--- config.mk ---
export PLATFORM = sky130hd
export DESIGN_NAME = id_ex_stage
export DESIGN_NICKNAME = d
export VERILOG_FILES = /design/src/rtl/id_ex_stage.sv
export SDC_FILE = /design/constraint.sdc
export NUM_CORES = 1
export LEC_CHECK = 0
export ABC_AREA = 1
export CAP_MARGIN = 20
export CORE_MARGIN = 2
export CORE_UTILIZATION = 44
export DETAILED_ROUTE_END_ITERATION = 12
export PLACE_DENSITY = 0.86
export SYNTH_ARGS = -nofsm -noshare
export SYNTH_HDL_FRONTEND = slang
export SYNTH_SLANG_ARGS = --single-unit
--- constraint.sdc ---
create_clock -name clk -period 2.43 [get_ports clk]
set_input_delay 0.243 -clock clk [delete_from_list [all_inputs] [get_ports clk]]
set_output_delay 0.243 -clock clk [all_outputs]
set_load 0.01 [all_outputs]
--- src/rtl/id_ex_stage.sv ---
// ID/EX pipeline register for the 5-stage RV32 core with load-use hazard detection.
// Injects one bubble per load-use hazard, honours branch flush and memory stall, and counts hazard bubbles.
module id_ex_stage #(
   parameter int XLEN   = 32,
   parameter int CTRL_W = 8,
   parameter int CNT_W  = 16
) (
   input  logic              clk,
   input  logic              reset,
   input  logic              dec_valid,
   input  logic [XLEN-1:0]   dec_pc,
   input  logic [4:0]        dec_rs1,
   input  logic [4:0]        dec_rs2,
   input  logic              dec_uses_rs1,
   input  logic              dec_uses_rs2,
   input  logic [4:0]        dec_rd,
   input  logic [XLEN-1:0]   dec_rd1,
   input  logic [XLEN-1:0]   dec_rd2,
   input  logic [XLEN-1:0]   dec_imm,
   input  logic [CTRL_W-1:0] dec_ctrl,
   input  logic              dec_mem_read,
   input  logic              dec_reg_write,
   input  logic              flush,
   input  logic              ext_stall,
   output logic              ex_valid,
   output logic [XLEN-1:0]   ex_pc,
   output logic [XLEN-1:0]   ex_rd1,
   output logic [XLEN-1:0]   ex_rd2,
   output logic [XLEN-1:0]   ex_imm,
   output logic [4:0]        ex_rs1,
   output logic [4:0]        ex_rs2,
   output logic [4:0]        ex_rd,
   output logic [CTRL_W-1:0] ex_ctrl,
   output logic              ex_mem_read,
   output logic              ex_reg_write,
   output logic              hold_id,
   output logic [CNT_W-1:0]  stall_count
);

   localparam logic [CNT_W-1:0] CNT_MAX = {CNT_W{1'b1}};

   logic              ex_valid_r,     ex_valid_nxt_s;
   logic [XLEN-1:0]   ex_pc_r,        ex_pc_nxt_s;
   logic [XLEN-1:0]   ex_rd1_r,       ex_rd1_nxt_s;
   logic [XLEN-1:0]   ex_rd2_r,       ex_rd2_nxt_s;
   logic [XLEN-1:0]   ex_imm_r,       ex_imm_nxt_s;
   logic [4:0]        ex_rs1_r,       ex_rs1_nxt_s;
   logic [4:0]        ex_rs2_r,       ex_rs2_nxt_s;
   logic [4:0]        ex_rd_r,        ex_rd_nxt_s;
   logic [CTRL_W-1:0] ex_ctrl_r,      ex_ctrl_nxt_s;
   logic              ex_mem_read_r,  ex_mem_read_nxt_s;
   logic              ex_reg_write_r, ex_reg_write_nxt_s;
   logic [CNT_W-1:0]  stall_count_r,  stall_count_nxt_s;
   logic              hazard_s;
   logic              rs1_match_s;
   logic              rs2_match_s;

   // Load-use hazard detection and ID hold; x0 is never a hazard source
   always_comb begin
      rs1_match_s = dec_uses_rs1 & (dec_rs1 == ex_rd_r);
      rs2_match_s = dec_uses_rs2 & (dec_rs2 == ex_rd_r);
      hazard_s    = ex_valid_r & ex_mem_read_r & (ex_rd_r != 5'd0) & dec_valid
                    & (rs1_match_s | rs2_match_s);
      hold_id     = ext_stall | (hazard_s & ~flush);
   end

   // Next-state selection: flush > ext_stall > hazard bubble > normal load
   always_comb begin
      ex_valid_nxt_s     = 1'b0;
      ex_pc_nxt_s        = '0;
      ex_rd1_nxt_s       = '0;
      ex_rd2_nxt_s       = '0;
      ex_imm_nxt_s       = '0;
      ex_rs1_nxt_s       = 5'd0;
      ex_rs2_nxt_s       = 5'd0;
      ex_rd_nxt_s        = 5'd0;
      ex_ctrl_nxt_s      = '0;
      ex_mem_read_nxt_s  = 1'b0;
      ex_reg_write_nxt_s = 1'b0;
      stall_count_nxt_s  = stall_count_r;
      if (flush) begin
         ex_valid_nxt_s = 1'b0;
      end else if (ext_stall) begin
         ex_valid_nxt_s     = ex_valid_r;
         ex_pc_nxt_s        = ex_pc_r;
         ex_rd1_nxt_s       = ex_rd1_r;
         ex_rd2_nxt_s       = ex_rd2_r;
         ex_imm_nxt_s       = ex_imm_r;
         ex_rs1_nxt_s       = ex_rs1_r;
         ex_rs2_nxt_s       = ex_rs2_r;
         ex_rd_nxt_s        = ex_rd_r;
         ex_ctrl_nxt_s      = ex_ctrl_r;
         ex_mem_read_nxt_s  = ex_mem_read_r;
         ex_reg_write_nxt_s = ex_reg_write_r;
      end else if (hazard_s) begin
         if (stall_count_r != CNT_MAX) begin
            stall_count_nxt_s = stall_count_r + {{(CNT_W-1){1'b0}}, 1'b1};
         end else begin
            stall_count_nxt_s = stall_count_r;
         end
      end else begin
         // Invalid slots still carry fields but must never write or load
         ex_valid_nxt_s     = dec_valid;
         ex_pc_nxt_s        = dec_pc;
         ex_rd1_nxt_s       = dec_rd1;
         ex_rd2_nxt_s       = dec_rd2;
         ex_imm_nxt_s       = dec_imm;
         ex_rs1_nxt_s       = dec_rs1;
         ex_rs2_nxt_s       = dec_rs2;
         ex_rd_nxt_s        = dec_rd;
         ex_ctrl_nxt_s      = dec_ctrl;
         ex_mem_read_nxt_s  = dec_mem_read & dec_valid;
         ex_reg_write_nxt_s = dec_reg_write & dec_valid;
      end
   end

   // Pipeline register and stall counter with synchronous reset
   always_ff @(posedge clk) begin
      if (reset) begin
         ex_valid_r     <= 1'b0;
         ex_pc_r        <= '0;
         ex_rd1_r       <= '0;
         ex_rd2_r       <= '0;
         ex_imm_r       <= '0;
         ex_rs1_r       <= 5'd0;
         ex_rs2_r       <= 5'd0;
         ex_rd_r        <= 5'd0;
         ex_ctrl_r      <= '0;
         ex_mem_read_r  <= 1'b0;
         ex_reg_write_r <= 1'b0;
         stall_count_r  <= '0;
      end else begin
         ex_valid_r     <= ex_valid_nxt_s;
         ex_pc_r        <= ex_pc_nxt_s;
         ex_rd1_r       <= ex_rd1_nxt_s;
         ex_rd2_r       <= ex_rd2_nxt_s;
         ex_imm_r       <= ex_imm_nxt_s;
         ex_rs1_r       <= ex_rs1_nxt_s;
         ex_rs2_r       <= ex_rs2_nxt_s;
         ex_rd_r        <= ex_rd_nxt_s;
         ex_ctrl_r      <= ex_ctrl_nxt_s;
         ex_mem_read_r  <= ex_mem_read_nxt_s;
         ex_reg_write_r <= ex_reg_write_nxt_s;
         stall_count_r  <= stall_count_nxt_s;
      end
   end

   assign ex_valid     = ex_valid_r;
   assign ex_pc        = ex_pc_r;
   assign ex_rd1       = ex_rd1_r;
   assign ex_rd2       = ex_rd2_r;
   assign ex_imm       = ex_imm_r;
   assign ex_rs1       = ex_rs1_r;
   assign ex_rs2       = ex_rs2_r;
   assign ex_rd        = ex_rd_r;
   assign ex_ctrl      = ex_ctrl_r;
   assign ex_mem_read  = ex_mem_read_r;
   assign ex_reg_write = ex_reg_write_r;
   assign stall_count  = stall_count_r;

endmodule

==> flow_metrics.tcl, run 1 <==
set metrics [dict create \
    outcome "completed" \
    grt-ovfl-total 0 \
    utilization_pct 71.6 \
    layout-drive-gt1-share_pct 5.18 \
    required_ns 2.19 \
    final_max_slew_viol_count 0 \
    crit_path_max_incr_delay_ns 0.43 \
    groute.usage.overall_pct 26.4 \
    synth-seq-cells 170 \
    rsz0062_at_grt "no" \
    diodes 0 \
    crit_fanout 5 \
    grt_pass1_vias 6629 \
    cellLeakagePower_uw 0.00448 \
    crit_buf_inv 2 \
    synthCells 890 \
    vias_per_cell 5.16 \
    min_path_type "input port to flop" \
    finalSetupTns_ns 0 \
    vdd_drop_max_mv 0.440 \
    drtIter0Drc 479 \
    dp_hpwl_um 15900 \
    finalCritPeriodShare_pct 90.3 \
    grt_pass1_wl_um 34000 \
    wl_per_cell_um 16.1 \
    period_minus_slack_ns 2.19 \
    synth_top_area_share_pct 50.6 \
    ios 331 \
    die_area_um2 16300 \
    crit_cells 9 \
    clk_latency_ns 0.42 \
    rows 45 \
    ctsRootBufferMaster "clkbuf_16" \
    async_reset_ff_share_pct 0 \
    end_kind "output port" \
    core_area_um2 15100 \
    route.vias.total 7147 \
    yosysTopAreaCell "dfxtp_1" \
    post_cts_buffers 0 \
    cts_buffers 17 \
    fp.dieH_um 128 \
    wl_um 22400 \
    ys_top_cells_by_area "dfxtp_1, nand2_1, a21oi_1, o21ai_0, nand3_1" \
    cts_tree "done" \
    synth-main-ff-cell "dfxtp_1" \
    first_pass_iters 5 \
    cap_violations 0 \
    yosysWarnings 0 \
    netlist_area_um2 6730 \
    ys_types 28 \
    grt_max_degree 86 \
    cts-htree-levels 4 \
    post_cts_resized 1 \
    worstMarginPinSlew_ns 0.429 \
    post-place-cells 1355 \
    arrival_ns 1.95 \
    hold_path_depth 3 \
    crit_top_cell "nand2_1" \
    area_delta_synth_final_pct 60.5 \
    synth-seq-area-share_pct 50.6 \
    antenna_found_initial 0 \
    finalWeightedCongestion 0.866 \
    dieWidth_um 128 \
    stdcell_count 1386 \
    cp-start-kind "flop" \
    initial_utilization_pct 44.6 \
    clk_pin_slew_ns 0.07 \
    maxSlewHeadroom_pct 71.4 \
    r2r_cells 11 \
    max_freq_mhz 456 \
    p_per_area_nw_per_um2 614 \
    r2r_slack_ns 0.45 \
    hold_viol_final 0 \
    worstSetupPathType "flop to output port" \
    ctsHoldBuffers 0 \
    synth.most_common_cell "nand2_1" \
    finalClockSkew_ns 0.0109 \
    cp_cell_sequence "inv_1 > nand2_1 > nand2_1 > nor2_1 > nand3_1 > nand2_4 > nand3_4 > nand2_1 > dlygate4sd2_1" \
    synth_edf_count 0 \
    synth_common_cells "nand2_1, dfxtp_1, a21oi_1" \
    final_antenna_net_count 0 \
    syn_area_per_cell_um2 7.56 \
    drc 0 \
    io_buffers 330 \
    cpMaxStageDelayCell "dfxtp_1" \
    finalSetupViolCount 0 \
    cts.sinks 170 \
    finalPower_uw 6630 \
    synth_nets 1051 \
    clk_path_buf_depth 2 \
    final_nets 1347 \
    cp_top_family "simple AND/OR/NAND/NOR gates" \
]
[power by group]
part | leakage (uW) | internal (uW) | switching (uW)
Sequential | 0.00139 | 2890 | 54.1
Combinational | 0.00278 | 500 | 373
Clock | 0.000309 | 1730 | 1080
[metal layers]
layer  track usage (%)  wire [um]  up-vias
li1                  -          -     3521
met1              30.3       8560     3277
met2              44.1      11100      292
met3              8.92       1890       57
met4              12.7        843        0
met5                 0          0        -
[cells by family after synthesis]
family	after synthesis	share of synthesized area [%]
DFF	170	50.6
and+or+nand+nor	319	19.7
buffers and inverters	103	6.66
AOI/OAI and AO/OA	284	21.2
xor gates and xnor gates	13	1.69
adders and majority gates	1	0.186
[worst register-to-register path: cells and delay by family, from the launching register on]
kind	cells	cell delay (ns)
AND/OR/NAND/NOR	9	1.06
adder cells (fa/ha/maj)	1	0.27
buffers and inverters	1	0.17
flip-flops	1	0.36
[registers in the layout, indices dropped and copies added, names as in the netlist]
register      cells
ex_pc            32
ex_ctrl           8
ex_rs2            5
ex_rd             5
ex_mem_read       1
ex_imm           32
ex_rd1           32
stall_count      16
ex_rd2           32
ex_valid          1
ex_reg_write      1
ex_rs1            5
[per-stage QoR]
step	setup WS (ns)	hold slack, ns	cell area (um^2)
2_1_floorplan	0.791	0.315	6730
3_3_place_gp	0.172	0.444	10200
3_5_place_dp	0.136	0.449	10200
4_1_cts	0.199	0.356	10800
5_1_grt	0.107	0.366	10800
6_report	0.237	0.375	10800
[cell usage in the layout (no fill, tap or decap), drive strengths merged, types with 5 or more instances in the layout]
master	count
inv	33
nor2	48
dfxtp	170
nand4	5
clkinv	8
xor2	11
nand3	36
nand2	229
a21oi	154
o21ai	129
buf	16
clkbuf	21
clkdlybuf4s50	329
[path summary, 6_finish.rpt]
check | startpoint | end
max | ex_rd[3] | hold_id
min | dec_rd2[24] | ex_rd2[24]
max reg2reg | stall_count[0] | stall_count[3]
min reg2reg | ex_rd1[23] | ex_rd1[23]
[final cells by class]
type | count | area (um^2)
clock inverters | 10 | 140
multi-input cells | 617 | 2880
inverters | 34 | 133
flip-flops and latches | 170 | 3400
fillers | 1152 | 4290
repair buffers | 346 | 3520
well taps | 188 | 235
clock buffers | 21 | 480
Power figures use the tool's default switching activity.
==> inputs of run 2 (changes only) <==
--- a/config.mk
+++ b/config.mk
@@ -11,6 +11,7 @@
 export CORE_UTILIZATION = 44
 export DETAILED_ROUTE_END_ITERATION = 12
 export PLACE_DENSITY = 0.86
+export SKIP_LAST_GASP = 1
 export SYNTH_ARGS = -nofsm -noshare
 export SYNTH_HDL_FRONTEND = slang
 export SYNTH_SLANG_ARGS = --single-unit
==> constraint.sdc (replaced) <==
create_clock -name clk -period 2.43 [get_ports clk]
set_input_delay 0.3645 -clock clk [delete_from_list [all_inputs] [get_ports clk]]
set_output_delay 0.3645 -clock clk [all_outputs]
set_load 0.01 [all_outputs]
==> flow_metrics.tcl, run 2 (synthesis results as in run 1) <==
set metrics [dict create \
    outcome "completed" \
    worstMarginPinSlew_ns 0.450 \
    io_buffers 330 \
    cp-start-kind "flop" \
    drtIter0Drc 493 \
    timing.rr.start "ex_rd[0]" \
    finalWeightedCongestion 0.838 \
    maxSlewHeadroom_pct 70.0 \
    crit_start "ex_rd[1]" \
    end_kind "output port" \
    rsz0062_at_grt "no" \
    initial_utilization_pct 44.6 \
    vias_per_cell 5.14 \
    period_minus_slack_ns 2.21 \
    p_per_area_nw_per_um2 600 \
    required_ns 2.07 \
    final_antenna_net_count 0 \
    cts.sinks 170 \
    hold_ws_ns 0.462 \
    route.vias.total 7153 \
    final_max_slew_viol_count 0 \
    core_area_um2 15100 \
    multi_input_area_um2 2880 \
    cap_violations 0 \
    r2r_slack_ns 0.50 \
    vdd_drop_max_mv 0.450 \
    dp_hpwl_um 15900 \
    finalSetupViolCount 0 \
    final_cell_mix "clkdlybuf4s50_1, nand2_1, dfxtp_1" \
    wl_per_cell_um 16.4 \
    arrival_ns 1.84 \
    die_area_um2 16300 \
    r2r-end "ex_imm[1]" \
    clk_pin_slew_ns 0.06 \
    clk_path_buf_depth 2 \
    max_freq_mhz 453 \
    final_nets 1351 \
    first_pass_iters 5 \
    rows 45 \
    hold_path_depth 2 \
    clk_latency_ns 0.42 \
    hp-start "ex_rd1[23]" \
    grt-ovfl-total 0 \
    finalClockSkew_ns 0.0133 \
    cts_tree "done" \
    fillerInstances 1143 \
    cts_buffers 17 \
    cts-htree-levels 4 \
    grt_pass1_vias 6784 \
    final_common_cell "clkdlybuf4s50_1" \
    groute.usage.overall_pct 27.2 \
    area_delta_synth_final_pct 60.3 \
    finalCritPeriodShare_pct 90.9 \
    dieWidth_um 128 \
    post_cts_buffers 0 \
    cellLeakagePower_uw 0.00447 \
    r2r_cells 9 \
    fp.dieH_um 128 \
    worstSetupPathType "flop to output port" \
    grt_max_degree 113 \
    drc 0 \
    grt_pass1_wl_um 34700 \
    worstHoldEndpoint "ex_rd1[23]" \
    pre_cts_ws_ns -0.00861 \
    crit_fanout 5 \
    ctsRootBufferMaster "clkbuf_16" \
    hold_viol_final 0 \
    antenna_found_initial 2 \
    finalPower_uw 6470 \
    fin_ws_ns 0.221 \
    min_path_type "flop to flop" \
    wl_um 22800 \
    ios 331 \
    seq_area_um2 3400 \
    layout-drive-gt1-share_pct 5.49 \
]
-- run 2: cell count changes in the layout (fill, tap and decap cells not counted), sizes merged --
cell | before | now
bufinv | 3 | 1
buf | 16 | 20
clkinvlp | 0 | 2
clkinv | 8 | 7
diode | 0 | 1
clkbuf | 21 | 23
-- run 2: power by group --
| part | internal, uW | switching, uW | total (uW) |
|---|---|---|---|
| registers | 2890 | 55.1 | 2950 |
| clock network | 1550 | 1090 | 2640 |
| logic | 502 | 376 | 878 |
-- run 2: critical path, cell delays in order (launching register included) --
cell,delay (ns)
dfxtp_1,0.42
inv_1,0.12
nand2_1,0.07
nand2_1,0.05
nor2_1,0.09
nand3_1,0.14
nand2_4,0.10
nand3_4,0.06
nand2_1,0.06
dlygate4sd2_1,0.33
-- run 2: final cells by class --
type | count | share of cell area, %
multi-input cells | 617 | 26.7
flip-flops and latches | 170 | 31.6
diodes | 1 | 0.0232
clock inverters | 9 | 0.801
well taps | 188 | 2.18
clock buffers | 23 | 4.62
inverters | 34 | 1.23
repair buffers | 350 | 32.8
-- run 2: worst max path at each step --
stage,end,cells after the start
after floorplan,stall_count[12],12
after global placement,hold_id,10
after detailed placement,hold_id,10
after CTS,hold_id,9
after global routing,hold_id,9
final,hold_id,9
-- run 2: metrics by stage --
stage	instances	cell area (um^2)	TNS, ns	utilization, %
after floorplan	890	6730	0	-
after global placement	1359	10200	-0.000997	67.6
after detailed placement	1359	10200	-0.00861	67.6
after CTS	1391	10800	0	71.4
after global routing	1392	10800	0	71.4
final	1392	10800	0	71.4
-- run 2: repair_timing --
action | in CTS | in global routing
endpoints found under the setup margin | 1 | 0
hold buffers | 0 | 0
resized for setup | 1 | 0
-- run 2: layer usage --
| metal | GRT usage, % | part of all wire [%] |
|---|---|---|
| met5 | 0 | 0.057 |
| met4 | 14.9 | 4.4 |
| met3 | 9.21 | 7.7 |
| met2 | 44.2 | 48 |
| met1 | 31.7 | 40 |
